$ cat config.mk
export PLATFORM = sky130hd
export DESIGN_NAME = sudoku_check_ctrl
export DESIGN_NICKNAME = d
export VERILOG_FILES = /design/src/rtl/sudoku_pkg.sv /design/src/rtl/sudoku_group_addr.sv /design/src/rtl/sudoku_check_ctrl.sv
export SDC_FILE = /design/constraint.sdc
export NUM_CORES = 1
export LEC_CHECK = 0
export ABC_AREA = 1
export ABC_CLOCK_PERIOD_IN_PS = 3100
export BUFFER_PORTS_ARGS = -buffer_cell sky130_fd_sc_hd__buf_2
export CAP_MARGIN = 0
export CORE_MARGIN = 10
export CORE_UTILIZATION = 53
export DETAILED_ROUTE_END_ITERATION = 7
export PLACE_DENSITY_LB_ADDON = 0.05
export SLEW_MARGIN = 20
export SYNTH_ARGS = -nofsm -noshare
export SYNTH_HDL_FRONTEND = slang
export SYNTH_SLANG_ARGS = --single-unit
export TNS_END_PERCENT = 10
$ cat constraint.sdc
create_clock -name clk -period 3.1 [get_ports clk]
set_input_delay 0.155 -clock clk [delete_from_list [all_inputs] [get_ports clk]]
set_output_delay 0.155 -clock clk [all_outputs]
set_load 0.01 [all_outputs]
$ cat src/rtl/sudoku_pkg.sv
// Shared constants, state encoding and small lookup helpers for the Sudoku grid checker.
package sudoku_pkg;

    localparam int GRID_N     = 9;
    localparam int BOX_N      = 3;
    localparam int NUM_GROUPS = 27;
    localparam int CELL_W_DEF = 4;

    typedef enum logic [1:0] {
        IDLE  = 2'd0,
        SCAN  = 2'd1,
        DRAIN = 2'd2
    } state_e;

    localparam logic [1:0] KIND_ROW = 2'd0;
    localparam logic [1:0] KIND_COL = 2'd1;
    localparam logic [1:0] KIND_BOX = 2'd2;

    // Lookup tables replace a divider; inputs are only ever 0..8.
    function automatic logic [1:0] div3(input logic [3:0] x);
        logic [1:0] q;
        if (x < 4'd3)      q = 2'd0;
        else if (x < 4'd6) q = 2'd1;
        else               q = 2'd2;
        return q;
    endfunction

    function automatic logic [1:0] mod3(input logic [3:0] x);
        logic [1:0] r;
        case (x)
            4'd0, 4'd3, 4'd6: r = 2'd0;
            4'd1, 4'd4, 4'd7: r = 2'd1;
            default:          r = 2'd2;
        endcase
        return r;
    endfunction

    function automatic logic [3:0] times3(input logic [1:0] q);
        return {1'b0, q, 1'b0} + {2'b00, q};
    endfunction

endpackage

$ cat src/rtl/sudoku_group_addr.sv
// Maps (group g, cell c) onto a grid (row, col): groups 0..8 rows, 9..17 columns, 18..26 boxes.
module sudoku_group_addr
    import sudoku_pkg::*;
(
    input  logic [4:0] g,
    input  logic [3:0] c,
    output logic [3:0] row,
    output logic [3:0] col
);

    logic [1:0] kind;
    logic [3:0] col_idx;
    logic [3:0] box_idx;

    assign col_idx = 4'(g - 5'd9);
    assign box_idx = 4'(g - 5'd18);

    always_comb begin
        kind = KIND_ROW;
        if (g >= 5'd18)     kind = KIND_BOX;
        else if (g >= 5'd9) kind = KIND_COL;
    end

    always_comb begin
        row = 4'd0;
        col = 4'd0;
        case (kind)
            KIND_ROW: begin
                row = g[3:0];
                col = c;
            end
            KIND_COL: begin
                row = c;
                col = col_idx;
            end
            default: begin
                row = times3(div3(box_idx)) + {2'b00, div3(c)};
                col = times3(mod3(box_idx)) + {2'b00, mod3(c)};
            end
        endcase
    end

endmodule

$ cat src/rtl/sudoku_check_ctrl.sv
// Walks a stored 9x9 grid by rows, columns and boxes, flagging duplicates/illegal values and empties.
// Optional build macro SUDOKU_EARLY_ABORT_EN stops the scan at the first detected error.
module sudoku_check_ctrl
    import sudoku_pkg::*;
#(
    parameter int CELL_W = CELL_W_DEF
) (
    input  logic              clk,
    input  logic              rst_n,
    input  logic              start,
    output logic              rd_en,
    output logic [3:0]        rd_row,
    output logic [3:0]        rd_col,
    input  logic [CELL_W-1:0] rd_data,
    output logic              busy,
    output logic              done,
    output logic              err,
    output logic              incomplete
);

    state_e     state;
    logic [4:0] g;
    logic [3:0] c;
    logic [8:0] seen;
    logic       dly_en;
    logic [3:0] dly_c;

    logic [8:0] seen_base;
    logic [8:0] hit;
    logic       chk_err;
    logic       chk_zero;
    logic       abort;
    logic       last_issue;

    sudoku_group_addr u_addr (
        .g   (g),
        .c   (c),
        .row (rd_row),
        .col (rd_col)
    );

    // Read port: rd_en with (rd_row, rd_col) in cycle N returns rd_data in cycle N+1;
    // dly_en/dly_c mark which returning beat is valid and where it sits in its group.
    assign rd_en      = (state == SCAN);
    assign busy       = (state != IDLE);
    assign last_issue = (g == 5'(NUM_GROUPS - 1)) && (c == 4'(GRID_N - 1));

    always_comb begin
        hit = '0;
        for (int i = 0; i < GRID_N; i++) begin
            hit[i] = (rd_data == CELL_W'(i + 1));
        end
        seen_base = (dly_c == 4'd0) ? 9'd0 : seen;
        chk_zero  = dly_en && (rd_data == '0);
        chk_err   = dly_en && (rd_data != '0) && (~|hit || |(hit & seen_base));
    end

`ifdef SUDOKU_EARLY_ABORT_EN
    assign abort = (state == SCAN) && chk_err;
`else
    assign abort = 1'b0;
`endif

    always_ff @(posedge clk or negedge rst_n) begin
        if (!rst_n) begin
            state      <= IDLE;
            g          <= 5'd0;
            c          <= 4'd0;
            seen       <= 9'd0;
            dly_en     <= 1'b0;
            dly_c      <= 4'd0;
            done       <= 1'b0;
            err        <= 1'b0;
            incomplete <= 1'b0;
        end else begin
            done   <= 1'b0;
            dly_en <= rd_en && !abort;
            dly_c  <= c;

            if (dly_en) begin
                seen <= seen_base | hit;
                if (chk_err)  err        <= 1'b1;
                if (chk_zero) incomplete <= 1'b1;
            end

            case (state)
                IDLE: begin
                    if (start) begin
                        state      <= SCAN;
                        g          <= 5'd0;
                        c          <= 4'd0;
                        seen       <= 9'd0;
                        err        <= 1'b0;
                        incomplete <= 1'b0;
                    end
                end
                SCAN: begin
                    // Counters freeze on the final or aborting read so the address pins hold.
                    if (abort || last_issue) begin
                        state <= DRAIN;
                    end else if (c == 4'(GRID_N - 1)) begin
                        c <= 4'd0;
                        g <= g + 5'd1;
                    end else begin
                        c <= c + 4'd1;
                    end
                end
                DRAIN: begin
                    state <= IDLE;
                    done  <= 1'b1;
                end
                default: state <= IDLE;
            endcase
        end
    end

endmodule

==> run metrics <==
Met1 Wirelength 2190 um; top layer in use met4; Hold Fails Final Rpt 0; RSZ-0062 raised after global routing true; number of global-route vias before repair approximately 1700; relative slew slack 59.2%; Num CTS Buffers 3; DP HPWL 3350 um; FF+latch count, synth 28; sw frac 19.6%; maximum number of pins on one net before global-route repair 29; clk slew on worst S/H paths roughly 90 ps; Max Cap Viol 0; area delta synth->final 22.2%; Mapped Area between 2000 and 2500 um^2; H-tree Lvls 1; final slew viol count 0; Worst-Margin Slew 612 ps; DP Worst Slack roughly 34 ps; Starting Density between 50% and 60%; metal3 WL 235 um; violated checks setup timing; reg2reg end g[3]; final core utilization about two thirds; number of synthesized flops with an enable pin 0; leak pwr 1.19 nW; register area share after synthesis 35.0%; final period utilization 106%; clk_lat worst skew 270 ps; Netlist cell types 36; top cell type's share of synthesized area a little over a third; Worst Hold Endpoint seen[6]; synthesized area per cell 8.08 um^2; f_max 305 MHz; ys flop type dfrtp_1; Sum Neg Setup Slack -378 ps; PwrDens around 290 nW/um^2; CP Class register to output pin; hold_sp rd_data[0]; crit end category output pin; fillers between 300 and 400; CP arrival approximately 3100 ps; IO buf count 19; Die Width a little over 80 um; element type at the critical path start register; R2R Setup Slk 1320 ps; DR iter-0 viols 117; reg2reg start c[0]; GRT Total Usage 14.8%; critical path, cell by cell inv_2 > ha_4 > inv_4 > nor2_4 > nor2_4 > inv_2 > nor2_4 > o21ai_1 > o21a_2 > o211ai_1 > fa_1 > inv_1 > ha_2 > inv_2 > fa_1 > o221ai_2 > buf_2; Min-Delay Path Depth 3; DRC Markers 0; Die Height around 80 um; Max Root-Sink Buffers 2; die footprint 6640 um^2; CTS tree done; Synth area leaders dfrtp_1 (35%), ha_1 (11%), nand2_1 (6.0%); Final nets 319; IO Count 20; Via density roughly 5.2; peak supply drop 0.225 mV; gr ovfl total 0; first-pass detailed-route iteration total 4; GP Congestion 0.895; vias post-DR about 1800; Int Pwr approximately 0.56 mW; Min-Delay Path Class input pin to register; layout cells sized above 1 between 20% and 30%; clk sinks 28; CP Data Required Time 2940 ps; Net Count, Synth 276; Async S/R FF share, synth 100%; Slowest-stage cell, CP fa_1; antenna violations before repair 0; largest stage delay on the critical path about 520 ps; Final Cell Area 2450 um^2; Final Skew 4.46 ps; Logic pwr share 4.2%; status finished, violations left; Cells after Synth roughly 250; sequential power share 56.1%; met2 wire len 2170 um; DR WL/cell 13.8 um; first-pass GRT wire length 7930 um; Root Driver clkbuf_8; final WL 4660 um; min cycle time layout 3280 ps; Core Rows 22; worst-path fanout max 3; Clk network pwr share 39.7%; Reg2Reg Depth 9; area leader, netlist dfrtp_1; Routed Antenna Nets 0; endpoints failing setup 3; placed inst area 2210 um^2; P_sw approximately 0.14 mW; Synth warnings 0; core box area 3660 um^2; Final WS setup -178 ps; Ant. Diodes 0
[power by group through the flow]
| stage | combinational (mW) | sequential, mW | clock (mW) |
|---|---|---|---|
| after global routing | 0.0341 | 0.394 | 0.302 |
| after global placement | 0.0285 | 0.398 | 0 |
| after detailed placement | 0.0290 | 0.398 | 0 |
| final | 0.0294 | 0.392 | 0.278 |
| after CTS | 0.0301 | 0.392 | 0.288 |
| after floorplan | 0.0126 | 0.397 | 0 |
[metrics by stage]
stage               power (mW)  std cells  hold slack (ps)
finish                   0.699        338              215
global route             0.731        338              222
CTS                      0.710        336              206
detailed placement       0.427        319              204
global placement         0.427        319              199
floorplan                0.410        248             -141
[cell usage after synthesis, drive strengths merged, types with 3 or more instances]
cell type and number:
nor3 4, ha 17, fa 4, buf 4, nand3 21, a21oi 20, nor2 32, o21a 3
inv 36, nand2 36, dfrtp 28, xor2 3, o221ai 7, o21ai 20
[cell usage in the layout (no fill, tap or decap), types with 4 or more instances in the layout]
master	count
nor2_4	4
nand3_1	19
ha_1	13
o221ai_1	6
fa_1	4
nand2_1	32
a21oi_1	19
o21ai_0	10
dfrtp_1	28
nor2_1	25
buf_4	23
inv_2	9
buf_2	19
o21ai_1	10
inv_1	25
[sequential cells by signal (all words and copies together), names as in the netlist]
signal and flops:
seen 9, g 5, c 4, dly_c 4, state 2, dly_en 1, done 1, err 1
incomplete 1
[what timing repair did]
action                                  CTS  global route
hold buffers                              1             0
endpoints found under the setup margin    4             4
setup buffers                            12             3
hold endpoints to repair                 28             0
gates resized for setup                   9             6
pin swaps                                 7            10
[critical path, delay by kind of cell (launching register included)]
family / cells / cell delay, ps
adders and majority gates: 4 / 1250
and+or+nand+nor: 3 / 230
buffers and inverters: 6 / 450
AOI/OAI and AO/OA: 4 / 530
DFF: 1 / 390
[final cells by class]
type                            count  area, um^2  share of cell area [%]
Sequential cell                    28         701                    28.6
Clock inverter                      1        30.0                    1.23
Inverter                           36         140                    5.72
Clock buffer                        3        41.3                    1.69
Multi-Input combinational cell    178        1190                    48.5
Tap cell                           48        60.1                    2.45
Timing Repair Buffer               44         289                    11.8
[logic make-up after synthesis]
logic type                 count (synthesis)  share of synthesized area (%)
adders and majority gates                 21                           14.6
xor gates and xnor gates                   4                           1.75
AOI/OAI and AO/OA                         56                           16.7
buffers and inverters                     42                           8.49
and+or+nand+nor                           97                           23.5
DFF                                       28                           35.0
[worst max-delay path by stage]
stage | from | depth (start not counted) | slack (ps) | to
after global routing | g[1] | 17 | -350 | rd_col[2]
after CTS | g[2] | 17 | -140 | rd_col[2]
final | g[1] | 17 | -180 | rd_col[2]
after floorplan | g[1] | 16 | 4 | rd_col[2]
after global placement | g[1] | 17 | 120 | rd_col[2]
after detailed placement | g[1] | 17 | 30 | rd_col[2]
[per-layer routing]
| metal | GRT usage [%] | vias up |
|---|---|---|
| met2 | 23.6 | 38 |
| met5 | 0 | - |
| met3 | 3.82 | 6 |
| li1 | - | 912 |
| met4 | 2.94 | 0 |
| met1 | 20.0 | 804 |
(Power assumes the default switching activity.)
